`config.mk`:
```
export PLATFORM = sky130hd
export DESIGN_NAME = wb_port_arbiter
export DESIGN_NICKNAME = d
export VERILOG_FILES = /design/src/rtl/wb_port_arbiter.sv
export SDC_FILE = /design/constraint.sdc
export NUM_CORES = 1
export LEC_CHECK = 0
export BUFFER_PORTS_ARGS = -buffer_cell sky130_fd_sc_hd__buf_2
export CAP_MARGIN = 25
export CELL_PAD_IN_SITES_DETAIL_PLACEMENT = 1
export CELL_PAD_IN_SITES_GLOBAL_PLACEMENT = 2
export CORE_MARGIN = 2
export CORE_UTILIZATION = 27
export CTS_CLUSTER_SIZE = 12
export DETAILED_ROUTE_END_ITERATION = 8
export MAX_ROUTING_LAYER = met4
export PLACE_DENSITY_LB_ADDON = 0.08
export SYNTH_ARGS = -nofsm -noshare
export SYNTH_HDL_FRONTEND = slang
export SYNTH_SLANG_ARGS = --single-unit
export TNS_END_PERCENT = 5
```
`constraint.sdc`:
```
create_clock -name clock -period 2.1 [get_ports clock]
set_clock_uncertainty 0.2 [all_clocks]
set_input_delay 0.42 -clock clock [delete_from_list [all_inputs] [get_ports clock]]
set_output_delay 0.42 -clock clock [all_outputs]
set_load 0.1 [all_outputs]
```
`src/rtl/wb_port_arbiter.sv`:
```
// Arbitrates the register-file write port between ALU writeback and the mult/div unit.
// A colliding md result waits in a one-entry buffer; if it waits too long, the ALU is stalled.
module wb_port_arbiter #(
  parameter int unsigned DATA_W   = 32,
  parameter int unsigned REG_W    = 5,
  parameter int unsigned MAX_WAIT = 4
) (
  input  logic              clock,
  input  logic              reset,
  input  logic              alu_we,
  input  logic [REG_W-1:0]  alu_rd,
  input  logic [DATA_W-1:0] alu_data,
  input  logic              md_valid,
  input  logic [REG_W-1:0]  md_rd,
  input  logic [DATA_W-1:0] md_data,
  output logic              md_ready,
  output logic              stall_alu,
  output logic              busy,
  output logic              ctrl_writeEnable,
  output logic [REG_W-1:0]  ctrl_writeReg,
  output logic [DATA_W-1:0] data_writeReg,
  output logic              sel_md
);

  localparam int unsigned CntW = $clog2(MAX_WAIT + 1);

  typedef enum logic [1:0] {StIdle, StHold, StForce} state_e;

  state_e              state_q, state_d;
  logic [REG_W-1:0]    buf_rd_q, buf_rd_d;
  logic [DATA_W-1:0]   buf_data_q, buf_data_d;
  logic [CntW-1:0]     wait_cnt_q, wait_cnt_d;
  logic                we_q, we_d;
  logic [REG_W-1:0]    reg_q, reg_d;
  logic [DATA_W-1:0]   data_q, data_d;
  logic                sel_q, sel_d;

  logic alu_req;
  logic md_xfer;

  assign alu_req = alu_we && (alu_rd != '0);
  assign md_xfer = md_valid && (state_q == StIdle);

  assign md_ready  = (state_q == StIdle);
  assign stall_alu = (state_q == StForce);
  assign busy      = (state_q != StIdle);

  assign ctrl_writeEnable = we_q;
  assign ctrl_writeReg    = reg_q;
  assign data_writeReg    = data_q;
  assign sel_md           = sel_q;

  always_comb begin
    state_d    = state_q;
    buf_rd_d   = buf_rd_q;
    buf_data_d = buf_data_q;
    wait_cnt_d = wait_cnt_q;
    we_d       = 1'b0;
    reg_d      = reg_q;
    data_d     = data_q;
    sel_d      = 1'b0;

    unique case (state_q)
      StIdle: begin
        if (md_xfer && !alu_req) begin
          // rd==0 results are accepted but never written
          we_d   = (md_rd != '0);
          reg_d  = md_rd;
          data_d = md_data;
          sel_d  = 1'b1;
        end else begin
          if (alu_req) begin
            we_d   = 1'b1;
            reg_d  = alu_rd;
            data_d = alu_data;
          end
          if (md_xfer && (md_rd != '0)) begin
            buf_rd_d   = md_rd;
            buf_data_d = md_data;
            wait_cnt_d = '0;
            state_d    = StHold;
          end
        end
      end
      StHold: begin
        if (!alu_req) begin
          we_d       = 1'b1;
          reg_d      = buf_rd_q;
          data_d     = buf_data_q;
          sel_d      = 1'b1;
          wait_cnt_d = '0;
          state_d    = StIdle;
        end else begin
          we_d   = 1'b1;
          reg_d  = alu_rd;
          data_d = alu_data;
          if (alu_rd == buf_rd_q) begin
            // Younger ALU write to the same register supersedes the buffered result
            wait_cnt_d = '0;
            state_d    = StIdle;
          end else begin
            wait_cnt_d = wait_cnt_q + 1'b1;
            if (wait_cnt_d == CntW'(MAX_WAIT)) begin
              state_d = StForce;
            end
          end
        end
      end
      StForce: begin
        we_d       = 1'b1;
        reg_d      = buf_rd_q;
        data_d     = buf_data_q;
        sel_d      = 1'b1;
        wait_cnt_d = '0;
        state_d    = StIdle;
      end
      default: begin
        state_d = StIdle;
      end
    endcase
  end

  always_ff @(posedge clock) begin
    if (reset) begin
      state_q    <= StIdle;
      buf_rd_q   <= '0;
      buf_data_q <= '0;
      wait_cnt_q <= '0;
      we_q       <= 1'b0;
      reg_q      <= '0;
      data_q     <= '0;
      sel_q      <= 1'b0;
    end else begin
      state_q    <= state_d;
      buf_rd_q   <= buf_rd_d;
      buf_data_q <= buf_data_d;
      wait_cnt_q <= wait_cnt_d;
      we_q       <= we_d;
      reg_q      <= reg_d;
      data_q     <= data_d;
      sel_q      <= sel_d;
    end
  end

endmodule

```
# Yosys cells after proc, flatten, opt, wreduce, memory -nomap -nowiden

Index checks and enable logic that the tools add are counted.

Mux-type cells: 25
Eq/ne operators: 8
Reductions and logical operators: 15
$add $sub $neg: 1
Bitwise operators: 1

Operator list:

| kind                  | count |
|---|---|
| $mux W32              | 3 |
| $pmux W32 S3          | 1 |
| $mux W5               | 3 |
| $pmux W5 S3           | 1 |
| $mux W3               | 4 |
| $mux W2               | 5 |
| $reduce_bool A5 Y1    | 2 |
| $pmux W3 S3           | 1 |
| $reduce_and A3 Y1     | 3 |
| $eq A5 B5 Y1          | 1 |
| $logic_and A1 B1 Y1   | 4 |
| $mux W1               | 4 |
| $ne A4 B4 Y1 const B  | 1 |
| $pmux W2 S2           | 1 |
| $add A3 B1 Y3 const B | 1 |
| $eq A3 B3 Y1 const B  | 1 |
| $ne A3 B1 Y1 const B  | 1 |
| $pmux W1 S3           | 1 |
| $reduce_bool A3 Y1    | 1 |
| $eq A2 B1 Y1 const B  | 1 |
| $eq A2 B2 Y1 const B  | 1 |
| $logic_not A2 Y1      | 1 |
| $ne A2 B1 Y1 const B  | 1 |
| $ne A2 B2 Y1 const B  | 1 |
| 6 further kinds       | 6 |

Output and inout bits: 42
Word-level logic and storage cells: 58
Bits of input ports: 78
Register bits after elaboration: 81

# Depth between registers and ports, before layout

Word-level depth: 6
Gate-level depth with buffers: 9

# Least setup slack after synthesis

No wires, ideal clock.

Path type: register -> register
Start point: register state_q[0]
End point: register buf_data_q[10]
Required time: 1.830 ns
Clock period less this slack: 3.954 ns
Path slack: -1.854 ns
Library setup time: 0.070 ns
Cell stages (with the launch flop): 8
Arrival: 3.684 ns
Buffers on the path: 1
Cells stage by stage: dfxtp_1 inv_1 ha_1 clkinv_1 nor3_2 clkbuf_1 nand2_1 a21oi_1

Cells in the longest elaborated chain, start to end: 5
Elaborated cells on any way between the ends: 6
Classes of those cells: bitwise (1); reduce/logical (5)

Ends and longest elaborated chain:

| element                       | RTL line | RTL |
|---|---|---|
| from (decl)                   | 29       | `state_e state_q, state_d;` |
| from (signal assigned)        | 125      | `state_q <= StIdle;` |
| from (signal assigned)        | 134      | `state_q <= state_d;` |
| $logic_not A2 Y1 *            | --       |  |
| named net md_ready            | 16       | `output logic md_ready,` |
| $logic_and A1 B1 Y1           | 42       | `assign md_xfer = md_valid && (state_q == StIdle);` |
| $logic_and A1 B1 Y1           | 65       | `if (md_xfer && !alu_req) begin` |
| $not A1 Y1 (no line)          | --       |  |
| $reduce_and A3 Y1 (no line) * | --       |  |
| to (signal assigned)          | 136      | `buf_data_q <= buf_data_d;` |
| to (decl)                     | 31       | `logic [DATA_W-1:0] buf_data_q, buf_data_d;` |

The timed path passes the listed nets; every way through them passes the cells marked *.
A chain may end at the register's enable or synchronous reset.

# Worst setup path in the final report

Start point: register state_q[0]
End point: register data_q[19] (netlist: data_writeReg[19])

Cells in the longest elaborated chain, start to end: 5
Elaborated cells on any way between the ends: 10
Classes of those cells: eq/ne (3); mux (2); reduce/logical (5)

Ends and longest elaborated chain:

| element                                           | RTL line | RTL |
|---|---|---|
| $logic_not A2 Y1                                  | 42, 63   |  |
| $logic_and A1 B1 Y1                               | 42       |  |
| $logic_and A1 B1 Y1                               | 65       |  |
| $mux W32 or $ne A3 B1 Y1 (tied branches)          | --       |  |
| $pmux W32 S3 or $reduce_and A2 Y1 (tied branches) | --       |  |
| to (signal assigned)                              | 140      | `data_q <= data_d;` |
| to (decl)                                         | 35       | `logic [DATA_W-1:0] data_q, data_d;` |

Several ways; a longest one is shown, not always the timed one.

==> impl_metrics.py <==
metrics = {
    "outcome": {
        "outcome": "complete, no violations",
    },
    "clock_network": {
        "cts.sinks": 81,
        "clkLatencyLatePin_ns": 0.35,
        "htree_num_levels": 3,
        "cts.clk_slew.worst_paths_ns": 0.06,
        "clock_tree.buffer_depth": 2,
        "cts_tree": "done",
        "cts_buffers": 9,
        "cts-root-buf": "clkbuf_16",
    },
    "power": {
        "design_power_total_mw": 6.90,
        "pwr_density_cell_nw_per_um2": 1110,
        "ir_worst_vdd_v": 0.000504,
        "leakage_nw": 2.52,
    },
    "global_route": {
        "grt_pass1_wl_um": 25600,
        "track_usage": 0.205,
        "grt_antenna_before_repair": 0,
        "grt_max_degree": 38,
        "grt_overflow": 0,
        "grt_pass1_vias": 4694,
    },
    "yosys": {
        "ys_warn_count": 0,
        "yosysMostFrequentCell": "nand2_1",
        "synth.top_cells.by_area": "dfxtp_1 (38%), nand2_1 (11%), mux2i_1 (8.1%)",
        "synth_top_area_frac": 0.376,
        "synth_edf_count": 0,
        "syn_area_um2": 4310,
        "ys_types": 45,
        "yosysTopAreaCell": "dfxtp_1",
        "syn_inst": 529,
        "synth-seq-cells": 81,
        "synthArstFlopShare": 0,
        "avgSynthCellArea_um2": 8.15,
        "synth_common_cells": "nand2_1 (122), dfxtp_1 (81), a21oi_1 (43)",
        "synthFlopType": "dfxtp_1",
        "synth_nets": 614,
        "yosysSeqAreaShare": 0.376,
    },
    "floorplanning": {
        "initial_core_util": 0.273,
        "num_rows": 46,
        "io_pins": 120,
        "core-area_um2": 15800,
        "die_w_um": 130,
        "die-area_um2": 17000,
        "die_h_um": 130,
    },
    "sta": {
        "final_hold_viol_count": 0,
        "drv_slew": 0,
        "max_freq_ghz": 0.483,
        "hold-worst-slack_ns": 0.114,
        "fin_crit_sh": 0.986,
        "tightest_slew_ns": 0.560,
        "finalSetupViolCount": 0,
        "min_period_ns": 2.07,
        "maxSlewHeadroom": 0.626,
        "rsz0062_at_grt": "yes",
    },
    "drt": {
        "post_drt_wl_per_cell_um": 19.2,
        "ant_nets": 0,
        "route.detailed.drc": 0,
        "drt_pass1_iterations": 4,
        "num_vias": 4538,
        "vias_per_cell": 5.08,
        "drt_iter0_drc": 186,
        "totalWireLength_um": 17100,
    },
    "cells_and_area": {
        "num_antenna_cells": 0,
        "multi_input_area_um2": 2620,
        "final_area_um2": 6200,
        "syn_to_final_growth_pct": 43.8,
        "fillers": 1918,
        "nets": 758,
        "seq_area_um2": 1620,
        "drive_above_1_share": 0.358,
    },
    "hold_path": {
        "hold_depth": 3,
        "min_path_type": "primary input to register",
    },
    "place": {
        "portBuffers": 119,
        "dpl.hpwl_um": 11400,
        "routabilityCongestion": 0.794,
        "place_area_um2": 5600,
    },
    "setup_path": {
        "cp.arrival_ns": 2.11,
        "cp-start-kind": "register",
        "critical_path_class": "register to register",
        "ff2ff_path_depth": 10,
        "r2r_slack_ns": 0.03,
        "crit_path_end_kind": "register",
        "worst_ep_required_time_ns": 2.14,
        "cp_max_fo": 7,
    },
    "job": {
        "cap_viol_max_count": 0,
    },
}
-- layout make-up --
class | instances | share of cell area
inverter | 8 | 0.00686
sequential | 81 | 0.262
timing repair buffer | 180 | 0.215
clock inverter | 5 | 0.00868
clock buffer | 11 | 0.0408
multi-input combinational | 393 | 0.423
tap | 216 | 0.0436
-- power breakdown --
group / switching [mW] / internal [mW] / leakage (nW) / total (mW)
sequential: 0.130 / 1.76 / 0.667 / 1.89
clock: 0.674 / 0.983 / 0.155 / 1.66
combinational: 2.35 / 1.00 / 1.70 / 3.35
-- registers in the layout, indices dropped and copies added (netlist names) --
signal            cells
buf_rd_q              5
ctrl_writeReg         5
ctrl_writeEnable      1
sel_md                1
state_q               2
wait_cnt_q            3
data_writeReg        32
buf_data_q           32
-- metrics by stage --
step / TNS [ns] / instances / setup WS [ns] / utilization
final: 0 / 894 / 0.0298 / 0.393
after global routing: -0.666 / 894 / -0.0457 / 0.393
after CTS: -0.0412 / 887 / -0.0100 / 0.379
after detailed placement: -17.54 / 869 / -0.280 / 0.355
after global placement: -16.30 / 869 / -0.274 / 0.355
after floorplan: -5.62 / 529 / -0.138 / -
-- layout by cell type (no fill, tap or decap), types with 10 or more instances in the layout --
cell / instances
a21oi_1: 43
a22oi_2: 23
a32o_1: 34
buf_12: 19
buf_2: 116
buf_4: 40
clkbuf_16: 10
dfxtp_1: 80
mux2i_1: 35
nand2_1: 122
nor2_1: 34
o21ai_0: 37
-- metal layers --
layer	vias to the layer above	track usage	share of wire
li1	2185	-	-
met1	2248	0.265	0.49
met2	94	0.336	0.47
met3	11	0.0361	0.035
met4	0	0.0451	0.010
met5	-	-	0
-- cells by family after synthesis --
| logic type | after synthesis | share of synthesized area |
|---|---|---|
| and+or+nand+nor | 178 | 0.172 |
| AOI/OAI and AO/OA | 167 | 0.276 |
| DFF | 81 | 0.376 |
| buffers and inverters | 55 | 0.0624 |
| muxes | 35 | 0.0813 |
| adders and majority gates | 7 | 0.0203 |
| xor gates and xnor gates | 6 | 0.0122 |
-- path summary, 6_finish.rpt --
| check | startpoint | to |
|---|---|---|
| min | md_data[16] | buf_data_q[16]$_SDFFE_PP0P_ |
| max | state_q[0]$_SDFFE_PP0P_ | data_writeReg[19]$_SDFFE_PP0P_ |
| max reg2reg | state_q[0]$_SDFFE_PP0P_ | data_writeReg[19]$_SDFFE_PP0P_ |
| min reg2reg | ctrl_writeReg[4]$_SDFFE_PP0P_ | ctrl_writeReg[4]$_SDFFE_PP0P_ |
-- timing repair --
action	4_1_cts	5_1_grt
setup endpoints to repair	16	38
hold buffers	0	0
endpoints found under the hold margin	0	0
cloned	1	1
buffers inserted	1	7
pin swaps	1	3
gates resized for setup	9	38
-- worst max-delay path: stages (launching register included) --
cell,delay [ns]
dfxtp_1,0.34
buf_4,0.13
inv_2,0.05
ha_2,0.19
inv_2,0.08
o221ai_4,0.12
buf_4,0.18
clkbuf_16,0.16
a22oi_2,0.18
nand2_1,0.08
a32o_1,0.26
No activity file was read; power rests on OpenSTA's default activity.
